===== config.mk =====
export PLATFORM = sky130hd
export DESIGN_NAME = debug_axi_reader_block
export DESIGN_NICKNAME = d
export VERILOG_FILES = /design/src/rtl/debug_axi_reader_block.sv
export SDC_FILE = /design/constraint.sdc
export NUM_CORES = 2
export LEC_CHECK = 0
export CELL_PAD_IN_SITES_DETAIL_PLACEMENT = 2
export CELL_PAD_IN_SITES_GLOBAL_PLACEMENT = 2
export CORE_UTILIZATION = 50
export DETAILED_ROUTE_END_ITERATION = 16
export DONT_BUFFER_PORTS = 1
export PLACE_DENSITY_LB_ADDON = 0.12
export SYNTH_ARGS = -nofsm -noshare
export SYNTH_HDL_FRONTEND = slang
export SYNTH_SLANG_ARGS = --single-unit

===== constraint.sdc =====
create_clock -name clk -period 26.6 [get_ports clk]
set_clock_uncertainty 0.1 [all_clocks]
set_input_delay 3.99 -clock clk [delete_from_list [all_inputs] [get_ports clk]]
set_output_delay 3.99 -clock clk [all_outputs]
set_load 0.05 [all_outputs]

===== src/rtl/debug_axi_reader_block.sv =====
// Debug AXI reader: fetches fixed-length AXI4 read bursts into a small beat buffer and
// streams every captured byte out of an 8N1 UART, LSB byte first, until TOTAL_PACKAGE
// beats have been read for one read_start.
module debug_axi_reader_block #(
    parameter int unsigned TOTAL_PACKAGE      = 400,
    parameter int unsigned DATA_DEPTH         = 16,
    parameter int unsigned DATA_BYTE_SHIFT    = 5,
    parameter int unsigned DATA_BYTE_WIDTH    = 32,
    parameter int unsigned CLK_FRE            = 50,
    parameter int unsigned BAUD_RATE          = 115200,
    parameter int unsigned TX_DATA_BYTE_WIDTH = DATA_BYTE_WIDTH,
    parameter int unsigned RX_DATA_BYTE_WIDTH = DATA_BYTE_WIDTH,
    localparam int unsigned DW                = DATA_BYTE_WIDTH * 8
) (
    input  logic          clk,
    input  logic          rst_n,
    input  logic          read_start,
    input  logic [31:0]   AXI_reader_axi_araddr_start,
    input  logic          uart_rx,
    output logic          uart_tx,
    output logic [3:0]    AXI_reader_axi_arid,
    output logic [31:0]   AXI_reader_axi_araddr,
    output logic [7:0]    AXI_reader_axi_arlen,
    output logic [2:0]    AXI_reader_axi_arsize,
    output logic [1:0]    AXI_reader_axi_arburst,
    output logic          AXI_reader_axi_arvalid,
    input  logic          AXI_reader_axi_arready,
    input  logic [3:0]    AXI_reader_axi_rid,
    input  logic [DW-1:0] AXI_reader_axi_rdata,
    input  logic [1:0]    AXI_reader_axi_rresp,
    input  logic          AXI_reader_axi_rlast,
    input  logic          AXI_reader_axi_rvalid,
    output logic          AXI_reader_axi_rready
);

    localparam int unsigned BitPeriod = CLK_FRE * 1000000 / BAUD_RATE;
    localparam int unsigned IdxW      = $clog2(DATA_DEPTH + 1);
    localparam int unsigned AddrW     = (DATA_DEPTH > 1) ? $clog2(DATA_DEPTH) : 1;
    localparam int unsigned ByteW     = (DATA_BYTE_WIDTH > 1) ? $clog2(DATA_BYTE_WIDTH) : 1;

    localparam logic [31:0]      BurstBytes = 32'(DATA_DEPTH) << DATA_BYTE_SHIFT;
    localparam logic [31:0]      LastBaud   = 32'(BitPeriod - 1);
    localparam logic [31:0]      TotalBeats = 32'(TOTAL_PACKAGE);
    localparam logic [IdxW-1:0]  LastIdx    = IdxW'(DATA_DEPTH - 1);
    localparam logic [ByteW-1:0] LastByte   = ByteW'(DATA_BYTE_WIDTH - 1);

    typedef enum logic [2:0] {
        StIdle,
        StAr,
        StR,
        StTx,
        StNext
    } state_e;

    state_e           state_q, state_d;
    logic [31:0]      addr_q, addr_d;
    logic [31:0]      cnt_q, cnt_d;
    logic [IdxW-1:0]  idx_q, idx_d;
    logic             arvalid_q, arvalid_d;
    logic             rready_q, rready_d;
    logic             tx_q, tx_d;
    logic [31:0]      baud_q, baud_d;
    logic [3:0]       bit_q, bit_d;
    logic [IdxW-1:0]  tx_beat_q, tx_beat_d;
    logic [ByteW-1:0] tx_byte_q, tx_byte_d;

    logic [DW-1:0]    beat_mem [DATA_DEPTH];
    logic             beat_we;
    logic [DW-1:0]    cur_beat;
    logic [7:0]       cur_byte;
    logic [31:0]      cnt_sum;

    // Inputs and parameters kept only for interface compatibility.
    logic unused_inputs;
    assign unused_inputs = ^{uart_rx, AXI_reader_axi_rid, AXI_reader_axi_rresp,
                             1'(TX_DATA_BYTE_WIDTH), 1'(RX_DATA_BYTE_WIDTH)};

    assign AXI_reader_axi_arid    = 4'd0;
    assign AXI_reader_axi_arlen   = 8'(DATA_DEPTH - 1);
    assign AXI_reader_axi_arsize  = 3'(DATA_BYTE_SHIFT);
    assign AXI_reader_axi_arburst = 2'b01;
    assign AXI_reader_axi_araddr  = addr_q;
    assign AXI_reader_axi_arvalid = arvalid_q;
    assign AXI_reader_axi_rready  = rready_q;
    assign uart_tx                = tx_q;

    assign beat_we  = (state_q == StR) && AXI_reader_axi_rvalid && rready_q;
    assign cur_beat = beat_mem[tx_beat_q[AddrW-1:0]];
    assign cur_byte = cur_beat[{tx_byte_q, 3'b000} +: 8];
    assign cnt_sum  = cnt_q + 32'(idx_q);

    // Beat buffer: plain storage, contents are don't-care after reset.
    always_ff @(posedge clk) begin
        if (beat_we) begin
            beat_mem[idx_q[AddrW-1:0]] <= AXI_reader_axi_rdata;
        end
    end

    // Next-state logic for the burst sequencer and the UART shifter it drives.
    always_comb begin
        state_d   = state_q;
        addr_d    = addr_q;
        cnt_d     = cnt_q;
        idx_d     = idx_q;
        arvalid_d = arvalid_q;
        rready_d  = rready_q;
        tx_d      = tx_q;
        baud_d    = baud_q;
        bit_d     = bit_q;
        tx_beat_d = tx_beat_q;
        tx_byte_d = tx_byte_q;

        unique case (state_q)
            StIdle: begin
                if (read_start) begin
                    addr_d    = AXI_reader_axi_araddr_start;
                    cnt_d     = '0;
                    idx_d     = '0;
                    arvalid_d = 1'b1;
                    state_d   = StAr;
                end
            end
            StAr: begin
                if (AXI_reader_axi_arready) begin
                    arvalid_d = 1'b0;
                    rready_d  = 1'b1;
                    state_d   = StR;
                end
            end
            StR: begin
                if (AXI_reader_axi_rvalid) begin
                    idx_d = idx_q + IdxW'(1);
                    // Stop on rlast or once the buffer is full, whichever is first.
                    if (AXI_reader_axi_rlast || (idx_q == LastIdx)) begin
                        rready_d  = 1'b0;
                        tx_beat_d = '0;
                        tx_byte_d = '0;
                        bit_d     = '0;
                        baud_d    = '0;
                        tx_d      = 1'b0;
                        state_d   = StTx;
                    end
                end
            end
            StTx: begin
                if (baud_q != LastBaud) begin
                    baud_d = baud_q + 32'd1;
                end else begin
                    baud_d = '0;
                    if (bit_q != 4'd9) begin
                        // Bits 1..8 carry data LSB first, bit 9 is the stop bit.
                        bit_d = bit_q + 4'd1;
                        tx_d  = (bit_q < 4'd8) ? cur_byte[bit_q[2:0]] : 1'b1;
                    end else if ((tx_byte_q == LastByte) && (tx_beat_q == idx_q - IdxW'(1))) begin
                        state_d = StNext;
                    end else begin
                        bit_d = '0;
                        tx_d  = 1'b0;
                        if (tx_byte_q == LastByte) begin
                            tx_byte_d = '0;
                            tx_beat_d = tx_beat_q + IdxW'(1);
                        end else begin
                            tx_byte_d = tx_byte_q + ByteW'(1);
                        end
                    end
                end
            end
            StNext: begin
                cnt_d  = cnt_sum;
                addr_d = addr_q + BurstBytes;
                idx_d  = '0;
                if (cnt_sum >= TotalBeats) begin
                    state_d = StIdle;
                end else begin
                    arvalid_d = 1'b1;
                    state_d   = StAr;
                end
            end
            default: begin
                state_d = StIdle;
            end
        endcase
    end

    // All sequencer state and registered outputs; reset aborts any transfer in flight.
    always_ff @(posedge clk or negedge rst_n) begin
        if (!rst_n) begin
            state_q   <= StIdle;
            addr_q    <= '0;
            cnt_q     <= '0;
            idx_q     <= '0;
            arvalid_q <= 1'b0;
            rready_q  <= 1'b0;
            tx_q      <= 1'b1;
            baud_q    <= '0;
            bit_q     <= '0;
            tx_beat_q <= '0;
            tx_byte_q <= '0;
        end else begin
            state_q   <= state_d;
            addr_q    <= addr_d;
            cnt_q     <= cnt_d;
            idx_q     <= idx_d;
            arvalid_q <= arvalid_d;
            rready_q  <= rready_d;
            tx_q      <= tx_d;
            baud_q    <= baud_d;
            bit_q     <= bit_d;
            tx_beat_q <= tx_beat_d;
            tx_byte_q <= tx_byte_d;
        end
    end

endmodule


==> summary.txt, run 1 <==
Run status
  – Run status: did not finish
  – Stopped at: detailed placement
  – Error: [ERROR DPL-0033] detailed placement checks failed during check placement.

Synth
  – Sequential-to-total area share from yosys stat: 0.7724
  – #FFs+latches synth: 4217
  – Netlist cell types: 80
  – Post-synthesis cell area: ~0.16 mm²
  – Yosys warns: 0
  – Post-synth top area share: 0.7538
  – Ys flop type: edfxtp_1
  – Number of flops mapped to enable cells by yosys: 4096
  – Post-synth ARST share: 0.02869
  – Area leader, netlist: edfxtp_1
  – Synth Instances: 7488
  – Top cells by count, synth: 4096 x edfxtp_1, 992 x mux4_2, 256 x mux2i_1, 232 x nand2_1, 193 x clkbuf_1
  – Cells taking the most area after synthesis: edfxtp_1 75%, mux4_2 14%, dfrtp_1 1.8%
  – Mapped Avg Cell Area: ~22 µm²
  – Top-count cell post-synth: edfxtp_1

Floorplanning
  – Initial core utilization: 0.5028
  – Rows: roughly 210
  – I/O pin count: 353
  – Die width: 573.3 µm
  – Die height: roughly 570 µm

Place
  – Post-detail-place hpwl: 340800 µm
  – IO buf count: 0
  – Placer Congestion: 0.7931
==> logic make-up after synthesis <==
| kind of cell | count (synthesis) | synth area share |
|---|---|---|
| flip-flops | 4217 | 0.7724 |
| XOR/XNOR | 34 | 0.001825 |
| multiplexers | 1267 | 0.1544 |
| other | 2 | 0.00004603 |
| adder cells (fa/ha/maj) | 20 | 0.001580 |
| AO/OA/AOI/OAI | 819 | 0.03457 |
| buffers and inverters | 465 | 0.01583 |
| AND/OR/NAND/NOR | 664 | 0.01939 |
==> metrics by stage <==
stage / hold slack (ns) / setup slack [ns]
after global placement: 0.3730 / 17.97
after floorplan: 0.3507 / 3.628
==> inputs of run 2 (changes only) <==
Settings changed: CELL_PAD_IN_SITES_DETAIL_PLACEMENT 2 to unset, CELL_PAD_IN_SITES_GLOBAL_PLACEMENT 2 to unset, CORE_UTILIZATION 50 to 35, PLACE_DENSITY_LB_ADDON 0.12 to 0.15.
==> summary.txt, run 2 <==
Routing
  – Initial DRC count: between 8000 and 9000
  – Routed WL: 503600 µm
  – Vias: 80690
  – Routed Antenna Nets: 1
  – DR vias/cell: 5.633
  – Post-route DRC: 0
  – Initial DRT Pass Iterations: 8
  – WL/cell: 35.16 µm

Synth
  – Top-count cell post-synth: edfxtp_1
  – #FFs+latches synth: 4217 (unchanged)
  – Sequential-to-total area share from yosys stat: 0.7724 (unchanged)
  – Ys flop type: edfxtp_1
  – Mapped Avg Cell Area: 21.79 µm² (unchanged)
  – Netlist cell types: 80 (unchanged)
  – Post-synth ARST share: 0.02869 (unchanged)
  – Number of flops mapped to enable cells by yosys: 4096 (unchanged)
  – Area leader, netlist: edfxtp_1
  – Top cells by count, synth: 4096 x edfxtp_1, 992 x mux4_2, 256 x mux2i_1, 232 x nand2_1, 193 x clkbuf_1
  – Cells taking the most area after synthesis: edfxtp_1 75%, mux4_2 14%, dfrtp_1 1.8%
  – Yosys warns: 0 (unchanged)
  – Post-synthesis cell area: 0.1632 mm² (unchanged)
  – Post-synth top area share: 0.7538 (unchanged)
  – Synth Instances: 7488 (unchanged)

Place
  – Placer Congestion: 0.7938 (about the same)
  – Post-place instance area: 0.1709 mm²
  – Post-detail-place hpwl: 286500 µm (-16%)
  – IO buf count: 0 (unchanged)

Pwr
  – Reg power frac: 0.428
  – Internal power: 12.35 mW
  – Pwr Density: 93.45 mW/mm²
  – VDD IR-drop max: 70.63 µV
  – Clk network pwr share: 0.355
  – Logic pwr share: 0.218
  – Sw power: 4.957 mW
  – Net Sw Frac: 0.2864
  – Leakage: 57.28 nW

Clock network
  – CTS buffer count: 447
  – Clock slew at reported path FFs: about 0.06 ns
  – Clock sinks: approximately 4200
  – Post-CTS sizing: 0
  – Post-CTS Setup Bufs: 0
  – Clk buf depth: 4
  – CTS tree: yes
  – CTS Hold Bufs: 0
  – H-tree levels: 5
  – CTS Root Cell: clkbuf_16
  – Clk_lat worst skew: 1.05 ns

Global routing
  – Tot GR Track Use: 0.2116
  – Antenna violations before repair: 36
  – Vias in the first global route: 83230
  – Remaining Overflow, GRT: 0
  – First-pass GRT wire length: 692300 µm
  – Largest net degree at the start of global routing: 122

Cells and area
  – Share of cells above drive strength 1: 0.2373
  – Syn-to-layout area delta: 13.52%
  – Most common cell after layout, fill and taps aside: edfxtp_1
  – Largest register FFs: slightly above 4000
  – Final #Nets: 8074
  – Most frequent cells in the layout: 4096 x edfxtp_1, 992 x mux4_2, 449 x clkbuf_16
  – Design Area, Final: around 0.19 mm²

Floorplanning
  – I/O pin count: 353 (unchanged)
  – Area of the core: 0.4639 mm²
  – Die height: 684.8 µm (+19%)
  – Die Footprint: about 0.47 mm²
  – Die width: 684.8 µm (+19%)
  – Rows: 250 (+20%)
  – Initial core utilization: 0.3518 (-0.1511)

Setup path
  – Worst path cell trace: and3b_1 > and2_1 > nand2_1 > nor3_2 > buf_4 > buf_4 > buf_4 > buf_4
  – RR Startpoint: tx_beat_q[1]$_DFFE_PN0P_
  – Critical path's slowest cell: buf_4
  – Worst Path Max Fanout: 50
  – Crit path largest cell delay: 0.87 ns
  – CP startpoint kind: primary input
  – Top delay family on crit path: buffers and inverters
  – Worst Setup Path Type: primary input to flip-flop
  – Crit-path most repeated cell: buf_4
  – FF-to-FF path depth: 12
  – Worst EP arrival: 8.13 ns
  – CP bufs+invs: 4
  – Critical path capture point type: flip-flop
  – Data required time at the worst endpoint: 27.09 ns
  – R2r setup slk: 19.44 ns
  – Crit Reg-Reg Endpoint: uart_tx$_DFFE_PN1P_

STA
  – Final hold viol count: 0
  – TNS Setup: 0 ns
  – Worst hold slack: about 0.4 ns
  – Fin crit period: 7.646 ns
  – Final Setup Violations: 0
  – Crit share post-route: 0.2874
  – Max Fclk: 130.8 MHz
  – Worst-Margin Slew: 1.350 ns
  – RSZ-0062 raised after global routing: no
  – Slew margin rel.: 0.08847
  – Fin. max-slew vios: 0

Job
  – Max Cap Viol: 0

Min path
  – Hold depth: 2
  – Worst hold endpoint: cnt_q[2]$_DFFE_PN0P_
  – Hold Crit Class: flip-flop to flip-flop
  – Hold path startpoint: cnt_q[2]$_DFFE_PN0P_

Run status
  – Failing checks: antenna violations
  – Run status: complete, but fails checks
## run 2: cell counts after synthesis
No cell type changed its count.
## run 2: worst max-delay path by stage
| stage | cells after the start | from | to |
|---|---|---|---|
| after floorplan | 4 | AXI_reader_axi_rvalid | beat_mem[3][0]$_DFFE_PP_ |
| after global placement | 8 | AXI_reader_axi_rvalid | beat_mem[1][195]$_DFFE_PP_ |
| after detailed placement | 8 | AXI_reader_axi_rvalid | beat_mem[1][206]$_DFFE_PP_ |
| after CTS | 8 | AXI_reader_axi_rvalid | beat_mem[1][247]$_DFFE_PP_ |
| after global routing | 8 | AXI_reader_axi_rvalid | beat_mem[1][247]$_DFFE_PP_ |
| final | 8 | AXI_reader_axi_rvalid | beat_mem[1][247]$_DFFE_PP_ |
## run 2: layer usage
metal | GRT usage | routed length, µm | vias to the layer above
met4 | 0.04488 | 11040 | 2
li1 | - | - | 32390
met5 | 0 | 11 | -
met2 | 0.3529 | 245800 | 2673
met3 | 0.04435 | 37100 | 593
met1 | 0.2867 | 209700 | 45040
## run 2: area by class of cell
class,count,area (µm²)
clock buffers,562,11780
fillers,40870,278600
flip-flops and latches,4217,126100
clock inverters,270,2561
well taps,6174,7725
inverters,28,115.1
repair buffers,238,2087
diodes,14,35.03
multi-input cells,2821,34880
## run 2: cell families (layout without fill, tap and decap cells)
kind of cell | Yosys count | in the layout | synth area share
multiplexers | 1267 | 1267 | 0.1544
adder cells (fa/ha/maj) | 20 | 20 | 0.001580
flip-flops | 4217 | 4217 | 0.7724
XOR/XNOR | 34 | 34 | 0.001825
AO/OA/AOI/OAI | 819 | 819 | 0.03457
buffers and inverters | 465 | 1098 | 0.01583
other | 2 | 31 | 0.00004603
AND/OR/NAND/NOR | 664 | 664 | 0.01939
## run 2: power by group through the flow
stage | Sequential, mW | Combinational (mW) | Clock, mW
3_5_place_dp | 7.54 | 3.81 | 0
3_3_place_gp | 7.54 | 3.81 | 0
5_1_grt | 7.40 | 3.95 | 6.48
4_1_cts | 7.40 | 3.83 | 6.25
2_1_floorplan | 7.45 | 2.58 | 0
6_report | 7.40 | 3.77 | 6.14
## run 2: stage by stage
step	power (mW)	setup WS, ns	cells	utilization
after floorplan	10.03	3.628	7503	-
after CTS	17.48	18.92	14310	0.3992
after detailed placement	11.35	17.89	13480	0.3683
after global routing	17.84	18.81	14310	0.3993
final	17.31	18.95	14320	0.3993
after global placement	11.35	17.93	13480	0.3683
## run 2: worst register-to-register path: cells and delay by family, from the launching register on
kind	cells	cell delay (ns)
mux	1	0.44
compound gates	6	2.21
buf+inv	3	2.35
flops	1	0.96
simple gates	2	1.11
No activity file was read; power rests on OpenSTA's default activity.
